### src/rtl/rvvi_pkg.sv
// rvvi_pkg: types and constants shared by the RVVI retire tracer.
//   retire_rec_t : one retirement event, as it is buffered in the record FIFO
//   wb_onehot    : turns a register write (enable + address) into a one-hot flag vector
// Optional feature macro: RVVI_TRACE_FPR_EN adds the FPR write fields to the record.
package rvvi_pkg;

    localparam int NUM_REGS  = 32;
    localparam int RVVI_ILEN = 32;
    localparam int RVVI_XLEN = 32;
`ifdef RVVI_TRACE_FPR_EN
    localparam int RVVI_FLEN = 32;
`endif

    typedef struct packed {
        logic [RVVI_ILEN-1:0] insn;
        logic [RVVI_XLEN-1:0] pc;
        logic [RVVI_XLEN-1:0] next_pc;
        logic                 trap;
        logic                 halt;
        logic [1:0]           mode;
        logic [1:0]           ixl;
        logic                 rd_we;
        logic [4:0]           rd_addr;
        logic [RVVI_XLEN-1:0] rd_data;
`ifdef RVVI_TRACE_FPR_EN
        logic                 fd_we;
        logic [4:0]           fd_addr;
        logic [RVVI_FLEN-1:0] fd_data;
`endif
    } retire_rec_t;

    // skip_zero drops writes to register 0 (the hardwired x0).
    function automatic logic [NUM_REGS-1:0] wb_onehot(input logic       we,
                                                      input logic [4:0] addr,
                                                      input logic       skip_zero);
        logic [NUM_REGS-1:0] oh;
        oh = {NUM_REGS{1'b0}};
        if (we && !(skip_zero && (addr == 5'd0))) begin
            oh[addr] = 1'b1;
        end else begin
            oh = {NUM_REGS{1'b0}};
        end
        return oh;
    endfunction

endpackage

### src/rtl/rvvi_trace_fifo.sv
// rvvi_trace_fifo: first-word-fall-through FIFO of retire records.
//   clk, reset        : clock, asynchronous active-high reset (empties the FIFO)
//   push, push_data   : write request and record; ignored while full
//   full              : no room for another record
//   pop               : consume the head record; ignored while empty
//   empty, head       : head is the oldest record, readable combinationally
module rvvi_trace_fifo
    import rvvi_pkg::*;
#(
    parameter int DEPTH = 4
) (
    input  logic        clk,
    input  logic        reset,
    input  logic        push,
    input  retire_rec_t push_data,
    output logic        full,
    input  logic        pop,
    output logic        empty,
    output retire_rec_t head
);

    localparam int AW = $clog2(DEPTH);
    localparam logic [AW:0] PTR_ONE = {{AW{1'b0}}, 1'b1};

    retire_rec_t mem_r [DEPTH];
    // One extra pointer bit tells full from empty when the indices match.
    logic [AW:0] wr_ptr_r;
    logic [AW:0] rd_ptr_r;
    logic        do_push_s;
    logic        do_pop_s;

    assign empty     = (wr_ptr_r == rd_ptr_r);
    assign full      = (wr_ptr_r[AW-1:0] == rd_ptr_r[AW-1:0]) && (wr_ptr_r[AW] != rd_ptr_r[AW]);
    assign do_push_s = push && !full;
    assign do_pop_s  = pop && !empty;
    assign head      = mem_r[rd_ptr_r[AW-1:0]];

    // Read/write pointers.
    always_ff @(posedge clk or posedge reset) begin
        if (reset) begin
            wr_ptr_r <= {(AW+1){1'b0}};
            rd_ptr_r <= {(AW+1){1'b0}};
        end else begin
            if (do_push_s) begin
                wr_ptr_r <= wr_ptr_r + PTR_ONE;
            end
            if (do_pop_s) begin
                rd_ptr_r <= rd_ptr_r + PTR_ONE;
            end
        end
    end

    // Record storage; contents only matter between push and pop, so no reset.
    always_ff @(posedge clk) begin
        if (do_push_s) begin
            mem_r[wr_ptr_r[AW-1:0]] <= push_data;
        end
    end

endmodule

### src/rtl/rvvi_retire_tracer.sv
// rvvi_retire_tracer: DUT-side RVVI retire record producer (hart 0, retire slot 0).
// Buffers one retirement event per cycle and presents each as an RVVI record
// carrying the full X register state after that instruction.
//   clk, reset                 : clock, asynchronous active-high reset
//   in_valid/in_ready          : retirement event handshake from writeback
//   in_insn, in_pc, in_next_pc, in_trap, in_halt, in_mode, in_ixl : event fields
//   in_rd_we/addr/data         : GPR write of the event
//   in_fd_we/addr/data         : FPR write of the event (RVVI_TRACE_FPR_EN only)
//   valid/out_ready            : record handshake towards the RVVI consumer
//   order, insn, trap, halt, intr, mode, ixl, pc_rdata, pc_wdata : record fields
//   x_wdata, x_wb              : X file after the instruction, one-hot write flag
//   f_wdata, f_wb              : F file equivalents (RVVI_TRACE_FPR_EN only)
// Optional feature macro: RVVI_TRACE_FPR_EN.
// All record outputs read 0 while no record is present (x_wdata shows the shadow file).
module rvvi_retire_tracer
    import rvvi_pkg::*;
#(
    parameter int ILEN  = 32,
    parameter int XLEN  = 32,
`ifdef RVVI_TRACE_FPR_EN
    parameter int FLEN  = 32,
`endif
    parameter int DEPTH = 4
) (
    input  logic                           clk,
    input  logic                           reset,
    input  logic                           in_valid,
    output logic                           in_ready,
    input  logic [ILEN-1:0]                in_insn,
    input  logic [XLEN-1:0]                in_pc,
    input  logic [XLEN-1:0]                in_next_pc,
    input  logic                           in_trap,
    input  logic                           in_halt,
    input  logic [1:0]                     in_mode,
    input  logic [1:0]                     in_ixl,
    input  logic                           in_rd_we,
    input  logic [4:0]                     in_rd_addr,
    input  logic [XLEN-1:0]                in_rd_data,
`ifdef RVVI_TRACE_FPR_EN
    input  logic                           in_fd_we,
    input  logic [4:0]                     in_fd_addr,
    input  logic [FLEN-1:0]                in_fd_data,
    output logic [NUM_REGS-1:0][FLEN-1:0]  f_wdata,
    output logic [NUM_REGS-1:0]            f_wb,
`endif
    input  logic                           out_ready,
    output logic                           valid,
    output logic [63:0]                    order,
    output logic [ILEN-1:0]                insn,
    output logic                           trap,
    output logic                           halt,
    output logic                           intr,
    output logic [1:0]                     mode,
    output logic [1:0]                     ixl,
    output logic [XLEN-1:0]                pc_rdata,
    output logic [XLEN-1:0]                pc_wdata,
    output logic [NUM_REGS-1:0][XLEN-1:0]  x_wdata,
    output logic [NUM_REGS-1:0]            x_wb
);

    retire_rec_t                  rec_in_s;
    retire_rec_t                  head_s;
    logic                         fifo_full_s;
    logic                         fifo_empty_s;
    logic                         pop_s;
    logic [63:0]                  order_r;
    logic                         intr_r;
    logic [NUM_REGS-1:0][XLEN-1:0] x_shadow_r;
`ifdef RVVI_TRACE_FPR_EN
    logic [NUM_REGS-1:0][FLEN-1:0] f_shadow_r;
`endif

    // Pack the incoming event into a record.
    always_comb begin
        rec_in_s         = '{default: '0};
        rec_in_s.insn    = in_insn;
        rec_in_s.pc      = in_pc;
        rec_in_s.next_pc = in_next_pc;
        rec_in_s.trap    = in_trap;
        rec_in_s.halt    = in_halt;
        rec_in_s.mode    = in_mode;
        rec_in_s.ixl     = in_ixl;
        rec_in_s.rd_we   = in_rd_we;
        rec_in_s.rd_addr = in_rd_addr;
        rec_in_s.rd_data = in_rd_data;
`ifdef RVVI_TRACE_FPR_EN
        rec_in_s.fd_we   = in_fd_we;
        rec_in_s.fd_addr = in_fd_addr;
        rec_in_s.fd_data = in_fd_data;
`endif
    end

    rvvi_trace_fifo #(
        .DEPTH (DEPTH)
    ) u_fifo (
        .clk       (clk),
        .reset     (reset),
        .push      (in_valid),
        .push_data (rec_in_s),
        .full      (fifo_full_s),
        .pop       (pop_s),
        .empty     (fifo_empty_s),
        .head      (head_s)
    );

    assign in_ready = !fifo_full_s;
    assign valid    = !fifo_empty_s;
    assign pop_s    = valid && out_ready;

    // Record fields from the FIFO head; the register views overlay the head's write on the shadow files.
    always_comb begin
        order    = 64'd0;
        insn     = {ILEN{1'b0}};
        trap     = 1'b0;
        halt     = 1'b0;
        intr     = 1'b0;
        mode     = 2'd0;
        ixl      = 2'd0;
        pc_rdata = {XLEN{1'b0}};
        pc_wdata = {XLEN{1'b0}};
        x_wb     = {NUM_REGS{1'b0}};
        x_wdata  = x_shadow_r;
`ifdef RVVI_TRACE_FPR_EN
        f_wb     = {NUM_REGS{1'b0}};
        f_wdata  = f_shadow_r;
`endif
        if (valid) begin
            // The counter holds the number of records already popped.
            order    = order_r + 64'd1;
            insn     = head_s.insn;
            trap     = head_s.trap;
            halt     = head_s.halt;
            intr     = intr_r;
            mode     = head_s.mode;
            ixl      = head_s.ixl;
            pc_rdata = head_s.pc;
            pc_wdata = head_s.next_pc;
            x_wb     = wb_onehot(head_s.rd_we, head_s.rd_addr, 1'b1);
`ifdef RVVI_TRACE_FPR_EN
            f_wb     = wb_onehot(head_s.fd_we, head_s.fd_addr, 1'b0);
`endif
        end else begin
            order = 64'd0;
        end
        for (int i = 0; i < NUM_REGS; i++) begin
            if (x_wb[i]) begin
                x_wdata[i] = head_s.rd_data;
            end else begin
                x_wdata[i] = x_shadow_r[i];
            end
`ifdef RVVI_TRACE_FPR_EN
            if (f_wb[i]) begin
                f_wdata[i] = head_s.fd_data;
            end else begin
                f_wdata[i] = f_shadow_r[i];
            end
`endif
        end
    end

    // Per-pop architectural state: order count, pending interrupt flag and shadow register files.
    always_ff @(posedge clk or posedge reset) begin
        if (reset) begin
            order_r    <= 64'd0;
            intr_r     <= 1'b0;
            x_shadow_r <= {(NUM_REGS*XLEN){1'b0}};
`ifdef RVVI_TRACE_FPR_EN
            f_shadow_r <= {(NUM_REGS*FLEN){1'b0}};
`endif
        end else if (pop_s) begin
            order_r    <= order_r + 64'd1;
            // A trapped record means the next record is the first one of the handler.
            intr_r     <= head_s.trap;
            x_shadow_r <= x_wdata;
`ifdef RVVI_TRACE_FPR_EN
            f_shadow_r <= f_wdata;
`endif
        end
    end

endmodule

### config.mk
export PLATFORM = sky130hd
export DESIGN_NAME = rvvi_retire_tracer
export DESIGN_NICKNAME = d
export VERILOG_FILES = /design/src/rtl/rvvi_pkg.sv /design/src/rtl/rvvi_trace_fifo.sv /design/src/rtl/rvvi_retire_tracer.sv
export SDC_FILE = /design/constraint.sdc
export NUM_CORES = 2
export LEC_CHECK = 0
export CORE_AREA = 5 5 532 534
export CTS_BUF_LIST = sky130_fd_sc_hd__clkbuf_4 sky130_fd_sc_hd__clkbuf_8 sky130_fd_sc_hd__clkbuf_16
export DETAILED_ROUTE_END_ITERATION = 6
export DIE_AREA = 0 0 537 539
export HOLD_SLACK_MARGIN = 0.06
export PLACE_DENSITY = 0.58
export SKIP_CTS_REPAIR_TIMING = 1
export SYNTH_ARGS = -nofsm -noshare
export SYNTH_HDL_FRONTEND = slang
export SYNTH_HIERARCHICAL = 1
export SYNTH_SLANG_ARGS = --single-unit
### constraint.sdc
create_clock -name clk -period 56.3 [get_ports clk]
set_input_delay 14.075 -clock clk [delete_from_list [all_inputs] [get_ports clk]]
set_output_delay 14.075 -clock clk [all_outputs]
set_load 0.05 [all_outputs]
==> results.md <==
- Via-to-Cell Ratio: 4.79
- Placeable Area: approximately 280,000 um2
- DR vias: just under 50,000
- Clk slew on worst S/H paths: 60 ps
- Met2 WL: roughly 140 mm
- Ranking of synthesized cells by area: dfrtp_1 (36%), mux2_2 (29%), edfxtp_1 (22%), mux4_2 (4.1%), clkbuf_1 (1.6%)
- Post-synth EDFFs: 560
- Crit Path Max Fanout: 61
- Chip width: between 500 and 600 um
- Final WL: slightly above 300 mm
- Commonest non-fill, non-tap cells in the layout: mux2_2 (1,983), clkdlybuf4s50_1 (1,367), dfrtp_1 (1,093), edfxtp_1 (560), clkbuf_16 (192)
- Period utilization: 0.363
- Number of port buffers: 1,367
- Max-Cap Viols: 0
- Nets: 6,349
- Post-Layout Cell Count: 10,097
- Ports: 1,369
- DRT Pass-1 Iters: 5
- Slew @ Worst Pin: between 1000 and 1500 ps
- Largest net degree at the start of global routing: 165
- Area growth syn-to-layout: 31.4%
- Yosys warns: 6
- WL met3: 25.0 mm
- Clock Skew: 111 ps
- Crit. End Element: output pin
- Post-synth top area share: 0.359
- Clock Latency Late Sink: 880 ps
- Pwr Density: 62.2 nW/um2
- Most common cell after layout, fill and taps aside: mux2_2
- Top Layer Used: met5
- Register Area: 44,200 um2
- CP required: 42,230 ps
- Synth cell types: 57
- Max incr delay on CP: 790 ps
- Vias in the first global route: 50,314
- Row count: slightly below 200
- CTS Buffer Depth: 4
- Sequential cell area fraction in the yosys report: 0.580
- Initial Util: 0.274
- Drt drc: 0
- Cells along the critical path: buf_4 -> xor2_1 -> nor3_2 -> buf_4 -> nor2_1 -> and2_1 -> nand2_2 -> buf_4 -> mux2_2 -> clkdlybuf4s50_1
- Gate Count Post-Synth: 5,034
- Initial antenna violation count: 76
- Sum Neg Setup Slack: 0 ps
- Grt ovf: 0
- Final Wtd Congestion: 0.821
- Slowest stage cell, crit path: buf_4
- Clock Tree Root: clkbuf_16
- Hold Vio Cnt, Final: 0
- Num Clock Sinks: roughly 1,700
- 1st-iter DRT viols: 3,072
- Slew Viols, Final: 0
- First-pass GRT wire length: 416 mm
- Mean routed wirelength per cell: about 30 um
- Unrepaired setup endpoints after global routing: false
- Met1 WL: between 100 and 150 mm
- Die H: 539 um
- CTS H-tree depth: 4
- Post-route ant nets: 0
- Fillers: 26,441
- Full die area: 289,000 um2
- Post-synthesis cell area: 76,200 um2
- CTS tree: built
- Tot GR Track Use: 0.201
- Worst IR Drop VDD: 0.0702 mV
- F_max: 48.9 MHz
- Layout cells sized above 1: 0.421
- Multi-input gate area: between 30,000 and 40,000 um2
- Largest area contributor in the netlist: dfrtp_1
- Syn nets: ~5,200
- Post-layout minimum cycle time: 20,430 ps
- Outcome: completed
- Critical path class: reg2out
- Synthesis-stage register bit count: 1,655
- Final HPWL DP: 201 mm
- Cts bufs inserted: 190
- Slew margin rel.: 0.177
- Cells after DPL: a little under 10,000
- Worst min path class: reg2reg
- Ys async rst share: 0.662
- Worst EP arrival: 6360 ps
- CP Launch Type: flip-flop
- Ys flop type: dfrtp_1
- Endpoints failing setup: 0
- Critical path's most frequent cell: buf_4
- Leak pwr: 41.8 nW
- Syn Area/Cell: 15.1 um2
-- final timing paths --
check,startpoint,endpoint,slack [ps],cells past startpoint
max,u_fifo/rd_ptr_r[1]$_DFFE_PP0P_,x_wdata[721],35870,10
min,x_shadow_r[11]$_DFFE_PP0P_,x_shadow_r[11]$_DFFE_PP0P_,370,0
max reg2reg,u_fifo/rd_ptr_r[1]$_DFFE_PP0P_,order_r[58]$_DFFE_PP0P_,51050,12
min reg2reg,x_shadow_r[11]$_DFFE_PP0P_,x_shadow_r[11]$_DFFE_PP0P_,370,0
max in group asynchronous,reset,x_shadow_r[142]$_DFFE_PP0P_,36760,8
min in group asynchronous,reset,u_fifo/rd_ptr_r[1]$_DFFE_PP0P_,13690,2
-- where the power goes --
group | internal [mW] | total, mW | switching [mW] | leakage (nW)
clock network | 0.745 | 1.26 | 0.514 | 3.18
logic | 1.03 | 3.33 | 2.29 | 18.7
registers | 1.53 | 1.65 | 0.116 | 19.9
total | 3.31 | 6.23 | 2.92 | 41.8
-- registers in the layout, summed over array words and instances, names as in the netlist --
register and flops:
x_shadow_r 1024, u_fifo/mem_r 560, order_r 64, u_fifo/rd_ptr_r 3
u_fifo/wr_ptr_r 3, intr_r 1
-- kinds of logic after synthesis --
| logic type | after synthesis | share of synthesized area |
|---|---|---|
| AOI/OAI and AO/OA | 72 | 0.00561 |
| xor gates and xnor gates | 104 | 0.0121 |
| adders and majority gates | 6 | 0.000985 |
| buffers and inverters | 556 | 0.0303 |
| DFF | 1655 | 0.580 |
| muxes | 2124 | 0.334 |
| other | 1 | 0.0000492 |
| and+or+nand+nor | 516 | 0.0366 |
-- stage by stage --
| step | setup slack (ps) | power [mW] | hold slack [ps] | utilization | instance area [um2] |
|---|---|---|---|---|---|
| 2_1_floorplan | 11570 | 3.73 | 427 | - | 76200 |
| 3_3_place_gp | 35690 | 5.02 | 364 | 0.338 | 93800 |
| 3_5_place_dp | 35600 | 5.02 | 366 | 0.338 | 93800 |
| 4_1_cts | 35640 | 6.32 | 379 | 0.360 | 100000 |
| 5_1_grt | 35530 | 6.48 | 383 | 0.360 | 100000 |
| 6_report | 35870 | 6.23 | 374 | 0.361 | 100000 |
-- routing by layer --
layer	up-vias	global-route usage
li1	20742	-
met1	25440	0.258
met2	1722	0.325
met3	447	0.0635
met4	50	0.0599
met5	-	0
-- cell usage after synthesis, drive strengths merged (3+ instances only) --
cell and instances:
mux2 1984, dfrtp 1095, edfxtp 560, clkbuf 321, buf 201, mux4 140, nor2b 112, nor2 101
nand2 96, xor2 62, nand3 42, nand4 42, xnor2 42, a21oi 33, inv 33, nor3 30
or3 22, o21ai 20, nor4 17, o31ai 12, nand2b 11, and3 9, and4 9, or4 9
ha 6, nand4b 5, and2 4, or2 3
-- final cells by class --
type                       count  share of cell area
clock inverter                64             0.00704
timing repair buffer        1496               0.147
multi-input combinational   2823               0.300
tap                         3724              0.0465
antenna                       29            0.000724
clock buffer                 273              0.0561
inverter                      33             0.00131
sequential                  1655               0.441
-- critical path, delay by kind of cell (launching register included) --
kind,cells,cell delay (ps)
buf+inv,4,2630
simple gates,4,1380
mux,1,400
flops,1,640
xor+xnor,1,280
Note: power is estimated with default switching activity, not from simulation.
